`src/rtl/pipe_adder_rca.sv`:
```
`default_nettype none
// ============================================================================
// Module   : pipe_adder_rca
// Brief    : Pipelined ripple-carry adder/subtractor; one carry slice per
//            stage, upper operand slices skewed alongside. Define
//            PIPE_ADDER_RCA_OVF_EN to add the signed-overflow output ovf.
// Revision : 1.0  initial release
// ============================================================================
module pipe_adder_rca #(
    parameter int WIDTH  = 16,
    parameter int STAGES = 4
) (
    input  logic             clk,
    input  logic             rst_n,
    input  logic             in_valid,
    output logic             in_ready,
    input  logic [WIDTH-1:0] a,
    input  logic [WIDTH-1:0] b,
    input  logic             cin,
    input  logic             sub,
    output logic             out_valid,
    input  logic             out_ready,
    output logic [WIDTH-1:0] sum,
    output logic             carry
`ifdef PIPE_ADDER_RCA_OVF_EN
    ,
    output logic             ovf
`endif
);

    localparam int c_slice_w = WIDTH / STAGES;

    logic             w_advance;
    logic             r_out_valid;
    logic [WIDTH-1:0] r_sum;
    logic             r_carry;

    // The whole pipe moves as one; it only freezes on a stalled result.
    assign w_advance = out_ready | ~r_out_valid;
    assign in_ready  = w_advance;

    for (genvar k = 0; k < STAGES; k++) begin : g_stage
        logic [WIDTH-k*c_slice_w-1:0] w_a;
        logic [WIDTH-k*c_slice_w-1:0] w_b;
        logic                         w_c;
        logic                         w_v;
        logic [c_slice_w:0]           w_slice;
        logic [(k+1)*c_slice_w-1:0]   w_sum;

        if (k == 0) begin : g_head
            // Subtraction is folded in here: invert b and force carry-in.
            assign w_a   = a;
            assign w_b   = sub ? ~b : b;
            assign w_c   = sub | cin;
            assign w_v   = in_valid;
            assign w_sum = w_slice[c_slice_w-1:0];
        end else begin : g_body
            logic [WIDTH-k*c_slice_w-1:0] r_a;
            logic [WIDTH-k*c_slice_w-1:0] r_b;
            logic [k*c_slice_w-1:0]       r_sum_lo;
            logic                         r_c;
            logic                         r_v;

            always_ff @(posedge clk or negedge rst_n) begin
                if (!rst_n) begin
                    r_v      <= 1'b0;
                    r_c      <= 1'b0;
                    r_a      <= '0;
                    r_b      <= '0;
                    r_sum_lo <= '0;
                end else if (w_advance) begin
                    r_v      <= g_stage[k-1].w_v;
                    r_c      <= g_stage[k-1].w_slice[c_slice_w];
                    r_a      <= g_stage[k-1].w_a[WIDTH-(k-1)*c_slice_w-1:c_slice_w];
                    r_b      <= g_stage[k-1].w_b[WIDTH-(k-1)*c_slice_w-1:c_slice_w];
                    r_sum_lo <= g_stage[k-1].w_sum;
                end
            end

            assign w_a   = r_a;
            assign w_b   = r_b;
            assign w_c   = r_c;
            assign w_v   = r_v;
            assign w_sum = {w_slice[c_slice_w-1:0], r_sum_lo};
        end

        assign w_slice = {1'b0, w_a[c_slice_w-1:0]}
                       + {1'b0, w_b[c_slice_w-1:0]}
                       + {{c_slice_w{1'b0}}, w_c};
    end

    always_ff @(posedge clk or negedge rst_n) begin
        if (!rst_n) begin
            r_out_valid <= 1'b0;
            r_sum       <= '0;
            r_carry     <= 1'b0;
        end else if (w_advance) begin
            r_out_valid <= g_stage[STAGES-1].w_v;
            r_sum       <= g_stage[STAGES-1].w_sum;
            r_carry     <= g_stage[STAGES-1].w_slice[c_slice_w];
        end
    end

    assign out_valid = r_out_valid;
    assign sum       = r_sum;
    assign carry     = r_carry;

`ifdef PIPE_ADDER_RCA_OVF_EN
    logic w_ovf;
    logic r_ovf;

    // Operands of equal sign giving a result of the other sign overflowed.
    assign w_ovf = (g_stage[STAGES-1].w_a[c_slice_w-1] == g_stage[STAGES-1].w_b[c_slice_w-1])
                && (g_stage[STAGES-1].w_slice[c_slice_w-1] != g_stage[STAGES-1].w_a[c_slice_w-1]);

    always_ff @(posedge clk or negedge rst_n) begin
        if (!rst_n) begin
            r_ovf <= 1'b0;
        end else if (w_advance) begin
            r_ovf <= w_ovf;
        end
    end

    assign ovf = r_ovf;
`endif

endmodule
`default_nettype wire

```
`config.mk`:
```
export PLATFORM = sky130hd
export DESIGN_NAME = pipe_adder_rca
export DESIGN_NICKNAME = d
export VERILOG_FILES = /design/src/rtl/pipe_adder_rca.sv
export SDC_FILE = /design/constraint.sdc
export NUM_CORES = 1
export LEC_CHECK = 0
export CAP_MARGIN = 30
export CELL_PAD_IN_SITES_DETAIL_PLACEMENT = 1
export CELL_PAD_IN_SITES_GLOBAL_PLACEMENT = 1
export CORE_ASPECT_RATIO = 0.7
export CORE_MARGIN = 2
export CORE_UTILIZATION = 35
export CTS_BUF_LIST = sky130_fd_sc_hd__clkbuf_8
export DETAILED_ROUTE_END_ITERATION = 8
export GPL_TIMING_DRIVEN = 0
export PLACE_DENSITY_LB_ADDON = 0.1
export REMOVE_ABC_BUFFERS = 1
export SYNTH_ARGS = -nofsm -noshare
export SYNTH_HDL_FRONTEND = slang
export SYNTH_SLANG_ARGS = --single-unit
export TNS_END_PERCENT = 100
```
`constraint.sdc`:
```
create_clock -name clk -period 2.6 [get_ports clk]
set_clock_uncertainty 0.15 [all_clocks]
set_input_delay 0.26 -clock clk [delete_from_list [all_inputs] [get_ports clk]]
set_output_delay 0.26 -clock clk [all_outputs]
set_load 0.1 [all_outputs]
```
==> results of run 1 <==
state kept, by name, summed over array words and instances (netlist names):
signal	count
g_stage.g_body.r_a	24
g_stage.g_body.r_b	24
g_stage.g_body.r_sum_lo	24
sum	16
g_stage.g_body.r_c	3
g_stage.g_body.r_v	3
carry	1
out_valid	1
power by group through the flow:
stage	combinational [mW]	clock (mW)	sequential, mW
floorplan	1.33	0	3.47
global placement	3.00	0	2.53
detailed placement	3.12	0	2.56
CTS	3.14	0.966	2.53
global route	3.43	1.01	2.62
finish	3.07	0.908	2.52
routing by layer:
metal / routed length [µm] / global-route usage (%) / vias to the layer above
met2: 3960 / 25.1 / 38
met3: 329 / 4.05 / 14
met4: 123 / 4.95 / 0
met5: 0 / 0 / -
met1: 3900 / 17.6 / 1409
li1: - / - / 1485
worst paths after layout:
check | startpoint | endpoint | slack (ps) | cells past startpoint
setup / recovery | out_valid$_DFFE_PN0P_ | in_ready | 100 | 4
hold / removal | a[14] | g_stage[1].g_body.r_a[10]$_DFFE_PN0P_ | 270 | 3
setup reg to reg | g_stage[2].g_body.r_a[0]$_DFFE_PN0P_ | g_stage[3].g_body.r_c$_DFFE_PN0P_ | 560 | 5
hold reg to reg | g_stage[3].g_body.r_v$_DFFE_PN0P_ | g_stage[3].g_body.r_v$_DFFE_PN0P_ | 310 | 2
max in group asynchronous | rst_n | carry$_DFFE_PN0P_ | 1280 | 3
min in group asynchronous | rst_n | g_stage[1].g_body.r_a[4]$_DFFE_PN0P_ | 350 | 2
Yosys cell counts (2+ instances only):
master and n:
sky130_fd_sc_hd__o21ai_1 18, sky130_fd_sc_hd__buf_2 18, sky130_fd_sc_hd__nor2_1 11, sky130_fd_sc_hd__nor2b_1 3, sky130_fd_sc_hd__o21a_1 2, sky130_fd_sc_hd__xnor2_1 14, sky130_fd_sc_hd__fa_1 8, sky130_fd_sc_hd__nand2_1 217
sky130_fd_sc_hd__ha_1 12, sky130_fd_sc_hd__dfrtp_1 96, sky130_fd_sc_hd__xor2_1 8, sky130_fd_sc_hd__a21o_1 5, sky130_fd_sc_hd__a21oi_1 13, sky130_fd_sc_hd__inv_1 9, sky130_fd_sc_hd__buf_4 4, sky130_fd_sc_hd__o21ai_0 6
placed cells by master (no fill, tap or decap):
| cell type | n |
|---|---|
| sky130_fd_sc_hd__a21o_1 | 5 |
| sky130_fd_sc_hd__a21oi_1 | 13 |
| sky130_fd_sc_hd__buf_12 | 3 |
| sky130_fd_sc_hd__buf_16 | 1 |
| sky130_fd_sc_hd__buf_4 | 1 |
| sky130_fd_sc_hd__clkbuf_4 | 1 |
| sky130_fd_sc_hd__clkbuf_8 | 12 |
| sky130_fd_sc_hd__clkdlybuf4s50_1 | 53 |
| sky130_fd_sc_hd__clkinv_2 | 1 |
| sky130_fd_sc_hd__clkinvlp_4 | 1 |
| sky130_fd_sc_hd__dfrtp_1 | 96 |
| sky130_fd_sc_hd__dlygate4sd3_1 | 1 |
| sky130_fd_sc_hd__dlymetal6s2s_1 | 1 |
| sky130_fd_sc_hd__fa_1 | 8 |
| sky130_fd_sc_hd__ha_1 | 12 |
| sky130_fd_sc_hd__inv_1 | 11 |
| sky130_fd_sc_hd__inv_8 | 1 |
| sky130_fd_sc_hd__nand2_1 | 217 |
| sky130_fd_sc_hd__nand2b_1 | 1 |
| sky130_fd_sc_hd__nor2_1 | 11 |
| sky130_fd_sc_hd__nor2b_1 | 3 |
| sky130_fd_sc_hd__nor2b_2 | 1 |
| sky130_fd_sc_hd__nor2b_4 | 1 |
| sky130_fd_sc_hd__nor3_1 | 1 |
| sky130_fd_sc_hd__o21a_1 | 2 |
| sky130_fd_sc_hd__o21ai_0 | 6 |
| sky130_fd_sc_hd__o21ai_1 | 18 |
| sky130_fd_sc_hd__o31ai_2 | 1 |
| sky130_fd_sc_hd__xnor2_1 | 14 |
| sky130_fd_sc_hd__xor2_1 | 8 |
metrics by stage:
stage / TNS, ps / util [%] / hold WS (ps) / setup WS (ps)
2_1_floorplan: -99430 / - / -186 / -1290
3_3_place_gp: -425950 / 41.4 / 290 / -3030
3_5_place_dp: -1570 / 42.1 / 243 / -924
4_1_cts: 0 / 43.8 / 249 / 28.5
5_1_grt: 0 / 43.9 / 257 / 6.85
6_report: 0 / 43.9 / 274 / 103
cell families after synthesis:
group           synth area share (%)
compound gates                  5.94
xor+xnor                        4.57
fa+ha+maj                       7.37
buf+inv                         3.74
flops                           57.0
simple gates                    21.4
worst max-delay path: stages (launching register included):
cell,delay [ps]
sky130_fd_sc_hd__dfrtp_1,410
sky130_fd_sc_hd__nor2b_4,200
sky130_fd_sc_hd__buf_12,200
sky130_fd_sc_hd__inv_8,360
sky130_fd_sc_hd__clkbuf_4,450
cell type report:
cell class | count | area, µm²
Timing Repair Buffer | 61 | 656
Multi-Input combinational cell | 322 | 1660
Fill cell | 1360 | 6580
Tap cell | 157 | 196
Clock inverter | 4 | 20.0
Sequential cell | 96 | 2400
Inverter | 10 | 45.0
Clock buffer | 12 | 165
timing repair:
item / 4_1_cts / 5_1_grt
endpoints found under the hold margin: 57 / 0
resized for setup: 7 / 2
endpoints found under the setup margin: 1 / 2
cloned: 1 / 0
setup buffers: 0 / 0
hold buffers: 1 / 0
pin swaps: 0 / 0
==> reports/qor.tcl, run 1 <==
set qor(outcome) {completed}
set qor(max_clock_freq_mhz) 401
set qor(hold_removal_path_class) {in -> reg}
set qor(buffer_ports.inserted) 56
set qor(period_minus_slack_ps) 2500
set qor(p_total_mw) 6.50
set qor(synth.cell_area_mm2) 0.00421
set qor(synth-seq-area-share_pct) 57.0
set qor(layout.nets) 558
set qor(netlist.area_leader.share_pct) 57.0
set qor(clock-sinks) 96
set qor(timing.max_cap.violations) 0
set qor(final_layout_size_suffix_gt1_share_pct) 4.75
set qor(syn2layout_area_growth_pct) 22.2
set qor(grt_start_max_net_pins) 91
set qor(path_max_fanout) 90
set qor(die_height_um) 95.8
set qor(placeableCoreArea_mm2) 0.0117
set qor(antenna-diode-count) 0
set qor(p_leak_nw) 2.53
set qor(placed_cells) 644
set qor(drt_iter0_drc) 96
set qor(synth_edf_count) 0
set qor(pwr-share-clk_pct) 14.0
set qor(area_contributors_post_synth) {sky130_fd_sc_hd__dfrtp_1 57%, sky130_fd_sc_hd__nand2_1 19%, sky130_fd_sc_hd__fa_1 3.8%}
set qor(fp-row-count) 33
set qor(placed_area_mm2) 0.00494
set qor(max-clock-path-buffers) 2
set qor(maxSlewViolCount) 0
set qor(cts_tree) {yes}
set qor(routed-via-count) 2946
set qor(hpwlAfterDp_um) 5410
set qor(clkSlewWorstSetupHoldPaths_ps) 90
set qor(cp.required_ps) 2190
set qor(finalSetupViolations) 0
set qor(io_pins) 57
set qor(ctsHtreeMaxLevel) 3
set qor(final_cell_count_no_fill) 662
set qor(switchingPower_mw) 2.94
set qor(pre_antenna_drt_iters) 3
set qor(remaining_drc_errors) 0
set qor(final.period_utilization_pct) 96.0
set qor(powerDensity_mw_per_mm2) 1260
set qor(antenna_found_initial) 0
set qor(routed_wl_um) 8310
set qor(synth_cells) 449
set qor(rsz0062_at_grt) {no}
set qor(post_synthesis_async_set_or_reset_flop_share_pct) 100
set qor(synthesis.area_per_instance_um2) 9.38
set qor(synthDominantAreaCellType) {sky130_fd_sc_hd__dfrtp_1}
set qor(fp.dieArea_mm2) 0.0129
set qor(vdd.ir_drop.worst_mv) 0.554
set qor(p_int_mw) 3.55
set qor(max-slew-margin-rel_pct) 34.4
set qor(seq_power_share_pct) 38.7
set qor(synth.distinct_cells) 21
set qor(final_area_mm2) 0.00515
set qor(cts_made_buffers) 9
set qor(start_util_pct) 35.9
set qor(yosysWarningCount) 0
set qor(yosys_register_bits) 96
set qor(crit_type) {reg -> out}
set qor(gpl.final_weighted_congestion) 0.734
set qor(vias_per_cell) 4.45
set qor(grt-ovfl-total) 0
set qor(first_global_vias) 3089
set qor(postSynth.topFlopCell) {sky130_fd_sc_hd__dfrtp_1}
set qor(final_hold_viol_count) 0
set qor(fp.dieW_um) 135
set qor(sw_frac_of_total_pct) 45.3
set qor(clkLatencyLatePin_ps) 360
set qor(ant_nets) 0
set qor(cts.root.buffer_cell) {sky130_fd_sc_hd__clkbuf_8}
set qor(critical_path_arrival_ps) 2090
set qor(grt_first_pass_wirelength_um) 14500
set qor(combinationalPowerShare_pct) 47.3
set qor(drt-wirelength-per-cell_um) 12.6
set qor(crit_path_end_kind) {output port}
set qor(worst_slew_pin_tran_ps) 981
set qor(timing.critical_path.from_type) {flop}
set qor(grt_usage_pct) 14.5
Power figures use the tool's default switching activity.
==> run 2: changes to the inputs <==
--- a/config.mk
+++ b/config.mk
@@ -10,7 +10,7 @@
 export CELL_PAD_IN_SITES_GLOBAL_PLACEMENT = 1
 export CORE_ASPECT_RATIO = 0.7
 export CORE_MARGIN = 2
-export CORE_UTILIZATION = 35
+export CORE_UTILIZATION = 29
 export CTS_BUF_LIST = sky130_fd_sc_hd__clkbuf_8
 export DETAILED_ROUTE_END_ITERATION = 8
 export GPL_TIMING_DRIVEN = 0
==> run 2 against run 1 <==
Effect of this change: global-route usage is 2.4 points lower; die area up 20%; largest power group unchanged; core utilization fell by 6.7 points; largest cell class unchanged; wire length rose by 2.2%.
==> reports/qor.tcl, run 2 (synthesis gave the netlist of run 1 again) <==
set qor(outcome) {completed}
set qor(finalSetupViolations) 0
set qor(rsz0062_at_grt) {no}
set qor(gpl.final_weighted_congestion) 0.692
set qor(buffer_ports.inserted) 56
set qor(fp.dieW_um) 148
set qor(maxSlewViolCount) 0
set qor(timing.critical_path.from_type) {flop}
set qor(grt_first_pass_wirelength_um) 15100
set qor(fill_cells) 1622
set qor(p_total_mw) 6.61
set qor(timing.max_cap.violations) 0
set qor(syn2layout_area_growth_pct) 24.0
set qor(remaining_drc_errors) 0
set qor(first_global_vias) 3197
set qor(cts.root.buffer_cell) {sky130_fd_sc_hd__clkbuf_8}
set qor(worst_slew_pin_tran_ps) 981
set qor(placeableCoreArea_mm2) 0.0141
set qor(final.period_utilization_pct) 93.7
set qor(ant_nets) 0
set qor(fin_hold_ws_ps) 279
set qor(final_layout_size_suffix_gt1_share_pct) 5.13
set qor(routed_wl_um) 8500
set qor(grt_usage_pct) 12.0
set qor(clkLatencyLatePin_ps) 360
set qor(finalSetupTns_ps) 0
set qor(layout.cells.most_common) {sky130_fd_sc_hd__nand2_1}
set qor(antenna-diode-count) 0
set qor(powerDensity_mw_per_mm2) 1270
set qor(crit_type) {reg -> out}
set qor(cts_made_buffers) 9
set qor(vdd.ir_drop.worst_mv) 0.395
set qor(layout_common_cells) {217 x sky130_fd_sc_hd__nand2_1, 96 x sky130_fd_sc_hd__dfrtp_1, 53 x sky130_fd_sc_hd__clkdlybuf4s50_1}
set qor(cp.required_ps) 2190
set qor(die_height_um) 105
set qor(ctsHtreeMaxLevel) 3
set qor(antenna_found_initial) 0
set qor(path_max_fanout) 58
set qor(final_hold_viol_count) 0
set qor(vias_per_cell) 4.23
set qor(drt-wirelength-per-cell_um) 12.2
set qor(fp-row-count) 36
set qor(pre_antenna_drt_iters) 4
set qor(final_cell_count_no_fill) 697
set qor(io_pins) 57
set qor(layout.nets) 560
set qor(fp.dieArea_mm2) 0.0155
set qor(start_util_pct) 30.0
set qor(cts_tree) {yes}
set qor(routed-via-count) 2946
set qor(largestRegisters) {g_stage.g_body.r_a: 24 flops, g_stage.g_body.r_b: 24 flops, g_stage.g_body.r_sum_lo: 24 flops}
set qor(max-slew-margin-rel_pct) 34.4
set qor(hpwlAfterDp_um) 5700
set qor(clkSlewWorstSetupHoldPaths_ps) 90
set qor(grt_start_max_net_pins) 59
set qor(placed_cells) 678
set qor(grt-ovfl-total) 0
set qor(hold_removal_path_class) {in -> reg}
set qor(max-clock-path-buffers) 2
set qor(placed_area_mm2) 0.00500
set qor(critical_path_arrival_ps) 2030
set qor(clock-sinks) 96
set qor(crit_path_end_kind) {output port}
set qor(final_area_mm2) 0.00523
set qor(max_clock_freq_mhz) 410
set qor(p_leak_nw) 2.55
set qor(drt_iter0_drc) 87
set qor(period_minus_slack_ps) 2440
==> run 2: cell types whose count changed in the layout (fill, tap and decap cells not counted), sizes merged <==
cell	delta
buf	+3
clkinvlp	-1
dlymetal6s2s	-1
clkinv	+1
dlygate4sd2	+1
bufinv	+1
clkbuf	-2
==> run 2: final cells by class <==
cell class                      count  area, µm²  share of cell area (%)
Clock buffer                       11        151                    2.90
Clock inverter                      5       47.5                   0.910
Inverter                           10       42.5                   0.814
Multi-Input combinational cell    322       1660                    31.8
Sequential cell                    96       2400                    46.0
Tap cell                          190        238                    4.55
Timing Repair Buffer               63        682                    13.1
==> run 2: through the flow <==
step | setup WS (ps) | utilization (%)
final | 164 | 37.2
after detailed placement | -860 | 35.6
after global placement | -3130 | 34.8
after global routing | 37.9 | 37.2
after floorplan | -1290 | -
after CTS | 28.6 | 37.2
==> run 2: what timing repair did <==
item                                   4_1_cts  5_1_grt
hold buffers                                 1        0
gates cloned                                 1        0
buffers inserted                             1        0
endpoints found under the hold margin       45        0
setup endpoints to repair                    2        1
gates resized for setup                      7        1
==> run 2: where the power goes <==
group | internal, mW | total, mW | switching, mW
sequential | 2.16 | 2.53 | 0.368
clock | 0.488 | 0.984 | 0.496
combinational | 1.00 | 3.10 | 2.10
==> run 2: path summary, 6_finish.rpt <==
check	slack, ps	end	start	cells past startpoint
setup / recovery	160	in_ready	out_valid$_DFFE_PN0P_	5
hold / removal	280	g_stage[1].g_body.r_a[2]$_DFFE_PN0P_	a[6]	3
setup reg to reg	580	g_stage[3].g_body.r_c$_DFFE_PN0P_	g_stage[2].g_body.r_a[0]$_DFFE_PN0P_	5
hold reg to reg	320	g_stage[2].g_body.r_a[6]$_DFFE_PN0P_	g_stage[1].g_body.r_a[10]$_DFFE_PN0P_	2
max in group asynchronous	1320	g_stage[1].g_body.r_v$_DFFE_PN0P_	rst_n	3
min in group asynchronous	310	g_stage[1].g_body.r_b[6]$_DFFE_PN0P_	rst_n	2
==> run 2: critical path, stage by stage (launching register included) <==
cell and delay (ps):
sky130_fd_sc_hd__dfrtp_1 420, sky130_fd_sc_hd__nor2b_4 160, sky130_fd_sc_hd__buf_12 180, sky130_fd_sc_hd__inv_6 250
sky130_fd_sc_hd__buf_16 290, sky130_fd_sc_hd__buf_4 340
==> run 2: metal layers <==
layer | GRT usage [%] | routed length [µm] | up-vias
met1 | 15.5 | 4100 | 1403
met3 | 3.41 | 305 | 8
li1 | - | - | 1496
met5 | 0 | 0 | -
met4 | 2.86 | 87 | 0
met2 | 20.1 | 4010 | 39
